$ cat config.mk
export PLATFORM = sky130hd
export DESIGN_NAME = dcache_miss_ctrl_flat
export DESIGN_NICKNAME = d
export VERILOG_FILES = /design/src/rtl/dcache_miss_ctrl_if.sv /design/src/rtl/dcache_miss_ctrl.sv /design/src/flat_wrapper.sv
export SDC_FILE = /design/constraint.sdc
export NUM_CORES = 1
export LEC_CHECK = 0
export BUFFER_PORTS_ARGS = -buffer_cell sky130_fd_sc_hd__buf_2
export CAP_MARGIN = 20
export CORE_MARGIN = 2
export CORE_UTILIZATION = 26
export CTS_CLUSTER_SIZE = 16
export DETAILED_ROUTE_END_ITERATION = 16
export PLACE_DENSITY = 0.56
export SYNTH_ARGS = -nofsm -noshare
export SYNTH_HDL_FRONTEND = slang
export SYNTH_SLANG_ARGS = --single-unit
$ cat constraint.sdc
create_clock -name CLK -period 1.72 [get_ports CLK]
set_input_delay 0.172 -clock CLK [delete_from_list [all_inputs] [get_ports CLK]]
set_output_delay 0.172 -clock CLK [all_outputs]
set_load 0.005 [all_outputs]
$ cat src/rtl/dcache_miss_ctrl_if.sv
// Miss-controller bus bundle: cache-side miss request, memory request/response, refill port.
// The controller uses the master modport; the cache/memory side uses slave.
interface dcache_miss_ctrl_if #(
  parameter int ADDR_W = 32,
  parameter int DATA_W = 32
);
  logic              miss_valid;
  logic [1:0]        miss_mode;
  logic [ADDR_W-1:0] miss_addr;
  logic [ADDR_W-1:0] victim_addr;
  logic [DATA_W-1:0] victim_data;
  logic              busy;
  logic              mem_req_valid;
  logic              mem_req_ready;
  logic              mem_req_we;
  logic [ADDR_W-1:0] mem_req_addr;
  logic [DATA_W-1:0] mem_req_wdata;
  logic              mem_rsp_valid;
  logic [DATA_W-1:0] mem_rsp_data;
  logic              fill_valid;
  logic [ADDR_W-1:0] fill_addr;
  logic [DATA_W-1:0] fill_data;
  logic              err;

  modport master (
    input  miss_valid, miss_mode, miss_addr, victim_addr, victim_data,
           mem_req_ready, mem_rsp_valid, mem_rsp_data,
    output busy, mem_req_valid, mem_req_we, mem_req_addr, mem_req_wdata,
           fill_valid, fill_addr, fill_data, err
  );

  modport slave (
    output miss_valid, miss_mode, miss_addr, victim_addr, victim_data,
           mem_req_ready, mem_rsp_valid, mem_rsp_data,
    input  busy, mem_req_valid, mem_req_we, mem_req_addr, mem_req_wdata,
           fill_valid, fill_addr, fill_data, err
  );
endinterface

$ cat src/rtl/dcache_miss_ctrl.sv
// Data-cache miss controller: optional victim write-back, then a single-word refill read,
// with a per-wait timeout that aborts the transaction and pulses err.
module dcache_miss_ctrl #(
  parameter int ADDR_W  = 32,
  parameter int DATA_W  = 32,
  parameter int TIMEOUT = 255
) (
  input logic              CLK,
  input logic              RESET,
  dcache_miss_ctrl_if.master bus
);

  typedef enum logic [2:0] {
    IDLE    = 3'd0,
    WB_REQ  = 3'd1,
    WB_WAIT = 3'd2,
    RD_REQ  = 3'd3,
    RD_WAIT = 3'd4,
    FILL    = 3'd5
  } state_t;

  // Timeout fires on the edge where the counter would reach TIMEOUT.
  localparam logic [7:0] TIMEOUT_LAST = 8'(TIMEOUT - 1);

  state_t            state, state_nxt;
  logic              err_q, err_nxt;
  logic [7:0]        wait_cnt;
  logic [ADDR_W-1:0] miss_addr_q, victim_addr_q;
  logic [DATA_W-1:0] victim_data_q, rdata_q;

  always_comb begin
    state_nxt = state;
    err_nxt   = 1'b0;
    unique case (state)
      IDLE: begin
        if (bus.miss_valid) begin
          if (bus.miss_mode == 2'b10)      state_nxt = WB_REQ;
          else if (bus.miss_mode == 2'b01) state_nxt = RD_REQ;
          else                             err_nxt   = 1'b1;
        end
      end
      WB_REQ:  if (bus.mem_req_ready) state_nxt = WB_WAIT;
      WB_WAIT: begin
        if (bus.mem_rsp_valid) state_nxt = RD_REQ;
        else if (wait_cnt >= TIMEOUT_LAST) begin
          state_nxt = IDLE;
          err_nxt   = 1'b1;
        end
      end
      RD_REQ:  if (bus.mem_req_ready) state_nxt = RD_WAIT;
      RD_WAIT: begin
        if (bus.mem_rsp_valid) state_nxt = FILL;
        else if (wait_cnt >= TIMEOUT_LAST) begin
          state_nxt = IDLE;
          err_nxt   = 1'b1;
        end
      end
      FILL:    state_nxt = IDLE;
      default: state_nxt = IDLE;
    endcase
  end

  always_ff @(posedge CLK or negedge RESET) begin
    if (!RESET) begin
      state         <= IDLE;
      err_q         <= 1'b0;
      wait_cnt      <= 8'd0;
      miss_addr_q   <= '0;
      victim_addr_q <= '0;
      victim_data_q <= '0;
      rdata_q       <= '0;
    end else begin
      state <= state_nxt;
      err_q <= err_nxt;
      if (state == IDLE && bus.miss_valid) begin
        miss_addr_q   <= bus.miss_addr;
        victim_addr_q <= bus.victim_addr;
        victim_data_q <= bus.victim_data;
      end
      // Held at zero while requesting, so each wait phase starts from a clean count.
      if (state == WB_REQ || state == RD_REQ)
        wait_cnt <= 8'd0;
      else if ((state == WB_WAIT || state == RD_WAIT) && !bus.mem_rsp_valid && wait_cnt != 8'hFF)
        wait_cnt <= wait_cnt + 8'd1;
      if (state == RD_WAIT && bus.mem_rsp_valid)
        rdata_q <= bus.mem_rsp_data;
    end
  end

  assign bus.busy          = (state != IDLE);
  assign bus.mem_req_valid = (state == WB_REQ) || (state == RD_REQ);
  assign bus.mem_req_we    = (state == WB_REQ);
  assign bus.mem_req_addr  = (state == WB_REQ) ? victim_addr_q :
                             (state == RD_REQ) ? miss_addr_q : '0;
  assign bus.mem_req_wdata = (state == WB_REQ) ? victim_data_q : '0;
  assign bus.fill_valid    = (state == FILL);
  assign bus.fill_addr     = (state == FILL) ? miss_addr_q : '0;
  assign bus.fill_data     = (state == FILL) ? rdata_q : '0;
  assign bus.err           = err_q;

endmodule

$ cat src/flat_wrapper.sv
// flat-port wrapper written by rule: the top's interface ports become plain ports
module dcache_miss_ctrl_flat 
#(
  parameter int ADDR_W  = 32,
  parameter int DATA_W  = 32,
  parameter int TIMEOUT = 255
)
  (CLK, RESET, bus_miss_valid, bus_miss_mode, bus_miss_addr, bus_victim_addr, bus_victim_data, bus_mem_req_ready, bus_mem_rsp_valid, bus_mem_rsp_data, bus_busy, bus_mem_req_valid, bus_mem_req_we, bus_mem_req_addr, bus_mem_req_wdata, bus_fill_valid, bus_fill_addr, bus_fill_data, bus_err);
  dcache_miss_ctrl_if #(.ADDR_W(ADDR_W), .DATA_W(DATA_W)) bus_i ();
  input logic CLK;
  input logic RESET;
  input wire logic [$bits(bus_i.miss_valid)-1:0] bus_miss_valid;
  input wire logic [$bits(bus_i.miss_mode)-1:0] bus_miss_mode;
  input wire logic [$bits(bus_i.miss_addr)-1:0] bus_miss_addr;
  input wire logic [$bits(bus_i.victim_addr)-1:0] bus_victim_addr;
  input wire logic [$bits(bus_i.victim_data)-1:0] bus_victim_data;
  input wire logic [$bits(bus_i.mem_req_ready)-1:0] bus_mem_req_ready;
  input wire logic [$bits(bus_i.mem_rsp_valid)-1:0] bus_mem_rsp_valid;
  input wire logic [$bits(bus_i.mem_rsp_data)-1:0] bus_mem_rsp_data;
  output wire logic [$bits(bus_i.busy)-1:0] bus_busy;
  output wire logic [$bits(bus_i.mem_req_valid)-1:0] bus_mem_req_valid;
  output wire logic [$bits(bus_i.mem_req_we)-1:0] bus_mem_req_we;
  output wire logic [$bits(bus_i.mem_req_addr)-1:0] bus_mem_req_addr;
  output wire logic [$bits(bus_i.mem_req_wdata)-1:0] bus_mem_req_wdata;
  output wire logic [$bits(bus_i.fill_valid)-1:0] bus_fill_valid;
  output wire logic [$bits(bus_i.fill_addr)-1:0] bus_fill_addr;
  output wire logic [$bits(bus_i.fill_data)-1:0] bus_fill_data;
  output wire logic [$bits(bus_i.err)-1:0] bus_err;
  assign bus_i.miss_valid = bus_miss_valid;
  assign bus_i.miss_mode = bus_miss_mode;
  assign bus_i.miss_addr = bus_miss_addr;
  assign bus_i.victim_addr = bus_victim_addr;
  assign bus_i.victim_data = bus_victim_data;
  assign bus_i.mem_req_ready = bus_mem_req_ready;
  assign bus_i.mem_rsp_valid = bus_mem_rsp_valid;
  assign bus_i.mem_rsp_data = bus_mem_rsp_data;
  assign bus_busy = bus_i.busy;
  assign bus_mem_req_valid = bus_i.mem_req_valid;
  assign bus_mem_req_we = bus_i.mem_req_we;
  assign bus_mem_req_addr = bus_i.mem_req_addr;
  assign bus_mem_req_wdata = bus_i.mem_req_wdata;
  assign bus_fill_valid = bus_i.fill_valid;
  assign bus_fill_addr = bus_i.fill_addr;
  assign bus_fill_data = bus_i.fill_data;
  assign bus_err = bus_i.err;
  dcache_miss_ctrl #(.ADDR_W(ADDR_W), .DATA_W(DATA_W), .TIMEOUT(TIMEOUT)) u_core (.CLK(CLK), .RESET(RESET), .bus(bus_i));
endmodule
==> flow_summary.ini <==
[clock_tree]
cts_max_level = 4
clock_path_buffers = 2
clk_latency_ps = 420
numCtsBuffers = 17
cts_root_buf = clkbuf_16
clock-sinks = 140
cts_tree = yes
clkTransAtPathRegs_ps = 60

[die]
core-area_um2 = 25300
dieWidth_um = 164
start_util = 0.265
rows = 58
die_h_um = 164
io_pins = 268
die-area_um2 = 27000

[global_route]
use_met3 = 0.0389
grt_pass1_wl_um = 32200
grt_pass1_vias = 5967
grtUsageMet1 = 0.190
antenna_found_initial = 0
track_usage = 0.157
grt_max_degree = 47
busiest_layer = met2
use_met2 = 0.278
gr-total-overflow = 0

[yosys]
synth.largest_area_cell = dfrtp_1
post-synth-top-count-cell = dfrtp_1
synth_ff_type = dfrtp_1
ys_top_cells_by_count = dfrtp_1 (140), mux2_2 (99), and2_1 (97), mux2i_1 (39), nor2_1 (38)
synthTopCellsByArea = dfrtp_1 (52%), mux2_2 (17%), and2_1 (9.1%)
yosysUniqueCellTypes = 33
yosys_warnings = 0
synth_cells = 538
syn-cell-area_um2 = 6690
synth_top_area_frac = 0.524
ys_seq_area_frac = 0.524
synth-seq-cells = 140
postSynthAreaPerCell_um2 = 12.4
syn_nets = 677
synth_enable_flop_cells = 0
ys_async_sr_fraction = 1.00

[timing]
finalSetupViolCount = 236
hold_violations = 0
setup_ws_ps = -280
relSlewSlack = 0.684
post-route-min-period_ps = 2000
rsz0062_at_grt = yes
worst_slew_pin_slew_ps = 474
max_freq_mhz = 500
slew_violations = 0
fin_skew_ps = 7.91
min_period_over_period = 1.16

[routing]
drtPass1Iterations = 4
num_vias = 5769
via_per_inst = 4.33
drtIter0Drc = 193
wl_per_cell_um = 17.8
ant_nets = 0
drc = 0
wl_um = 23700

[worst_setup_path]
r2r_cells = 5
crit_family = buffers and inverters
r2r_start = u_core.state[1]$_DFFE_PN0P_
arrival_ps = 1830
crit_chain = buf_6 > buf_12 > buf_8 > nor2_4 > buf_12 > clkbuf_16 > and2_4 > buf_6
critPathMaxStageDelay_ps = 410
reg2reg_slack_ps = -130
worst_path_max_delay_cell = dfrtp_2
rr_endpoint = u_core.miss_addr_q[19]$_DFFE_PN0P_
critical_path_class = reg -> out
cp_max_fo = 8
cp-end-kind = primary output
crit_buf_inv = 6
critPathRequiredTime_ps = 1550
start_kind = flip-flop

[placement]
place_congestion = 0.757
post-place-ws_ps = -4.78
portBuffers = 267
dp.cells = 1124
placed_area_um2 = 8580
hpwl_um = 12800

[cells_and_area]
utilization = 0.480
stdcell_count = 1332
syn2layout_area_growth_pct = 81.0
design_area_um2 = 12100
num-nets-final = 1127
drive_above_1_share = 0.563

[power_and_ir_drop]
pwr-share-comb = 0.474
total_leakage_power_uw = 0.00595
power.ir.vdd_worst_mv = 0.806
p_per_area_nw_per_um2 = 1500
switching_share = 0.318
p_int_uw = 12400
p_clk_frac = 0.201
p_seq_frac = 0.325
p_sw_uw = 5760

[worst_hold_path]
hold_path_depth = 2
hp-start = bus_victim_addr[29]
min_to = u_core.victim_addr_q[29]$_DFFE_PN0P_
hold_path.class = in -> reg

[run]
maxCapViolations = 0

[outcome]
violations = setup timing
status = complete, but fails checks
==> power groups by stage <==
| stage | combinational, uW | sequential [uW] | clock (uW) |
|---|---|---|---|
| after floorplan | 3680 | 5490 | 0 |
| after global placement | 5470 | 5720 | 0 |
| final | 8590 | 5890 | 3630 |
| after CTS | 7100 | 5740 | 3720 |
| after global routing | 9200 | 6090 | 3880 |
| after detailed placement | 5560 | 5760 | 0 |
==> worst reg2reg max path, stage by stage, from the launching register on <==
cell and delay [ps]:
dfrtp_2 410, or3_4 420, nor2_8 220, buf_4 170, buf_16 160, mux2_1 350
==> repair_timing <==
item	CTS	global route
gates resized for setup	68	155
pin swaps	27	43
endpoints found under the hold margin	166	1
setup endpoints to repair	151	253
buffers inserted	20	7
hold buffers	127	1
cloned	11	14
==> worst max-delay path by stage <==
| stage | start | end | slack [ps] | depth (start not counted) |
|---|---|---|---|---|
| after detailed placement | u_core.state[2]$_DFFE_PN0P_ | u_core.victim_addr_q[27]$_DFFE_PN0P_ | -5 | 4 |
| final | u_core.state[1]$_DFFE_PN0P_ | bus_mem_req_wdata[8] | -280 | 8 |
| after global routing | u_core.state[1]$_DFFE_PN0P_ | bus_mem_req_wdata[8] | -350 | 8 |
| after floorplan | u_core.state[1]$_DFFE_PN0P_ | u_core.miss_addr_q[17]$_DFFE_PN0P_ | -4 | 6 |
| after global placement | u_core.state[2]$_DFFE_PN0P_ | u_core.victim_addr_q[24]$_DFFE_PN0P_ | 4 | 4 |
| after CTS | u_core.state[1]$_DFFE_PN0P_ | bus_fill_data[27] | -310 | 8 |
==> layout make-up <==
| cell class | instances | area (um2) |
|---|---|---|
| clock buffers | 20 | 467 |
| well taps | 330 | 413 |
| clock inverters | 12 | 113 |
| inverters | 8 | 42.5 |
| flip-flops and latches | 140 | 3500 |
| diodes | 1 | 2.50 |
| repair buffers | 466 | 4200 |
| fillers | 2256 | 13100 |
| multi-input cells | 355 | 3360 |
==> layer usage <==
metal	part of all wire	wire length, um	up-vias
met2	0.52	12300	176
met1	0.42	9880	2847
met3	0.050	1180	18
met4	0.012	289	0
met5	0	0	-
li1	-	-	2728
==> stage by stage <==
stage / power (uW) / hold slack [ps] / TNS [ps]
detailed placement: 11300 / 148 / -4.78
CTS: 16600 / 4.00 / -33520
global placement: 11200 / 152 / 0
floorplan: 9170 / -124 / -75.6
finish: 18100 / 18.9 / -33580
global route: 19200 / 9.89 / -50890
==> kinds of logic after synthesis <==
logic type / share of synthesized area
flip-flops: 0.524
multiplexers: 0.279
AND/OR/NAND/NOR: 0.142
buffers and inverters: 0.0350
adder cells (fa/ha/maj): 0.00748
XOR/XNOR: 0.00131
AO/OA/AOI/OAI: 0.0120
==> flip-flops by register name, indices dropped and copies added, names as in the netlist <==
signal / count
u_core.victim_addr_q: 32
u_core.bus.err: 1
u_core.miss_addr_q: 32
u_core.rdata_q: 32
u_core.wait_cnt: 8
u_core.state: 3
u_core.victim_data_q: 32
==> cell usage in the layout (no fill, tap or decap), types with 4 or more instances in the layout <==
master	synthesis	final
buf_16	0	8
and3_1	4	4
inv_1	8	7
clkinv_4	0	4
nand3_1	4	4
and2_4	0	55
buf_2	7	208
buf_6	2	66
mux2_1	20	15
buf_8	2	5
dfrtp_1	140	139
ha_1	4	4
buf_12	0	16
nand2_1	13	12
buf_4	7	21
mux2_4	9	50
mux2_2	99	63
o21ai_0	5	5
nor2_4	0	6
and2_1	97	42
clkbuf_16	0	29
dlygate4sd3_1	0	128
mux2i_1	39	34
nor2_2	0	8
nor2_1	38	24
Note: power is estimated with default switching activity, not from simulation.
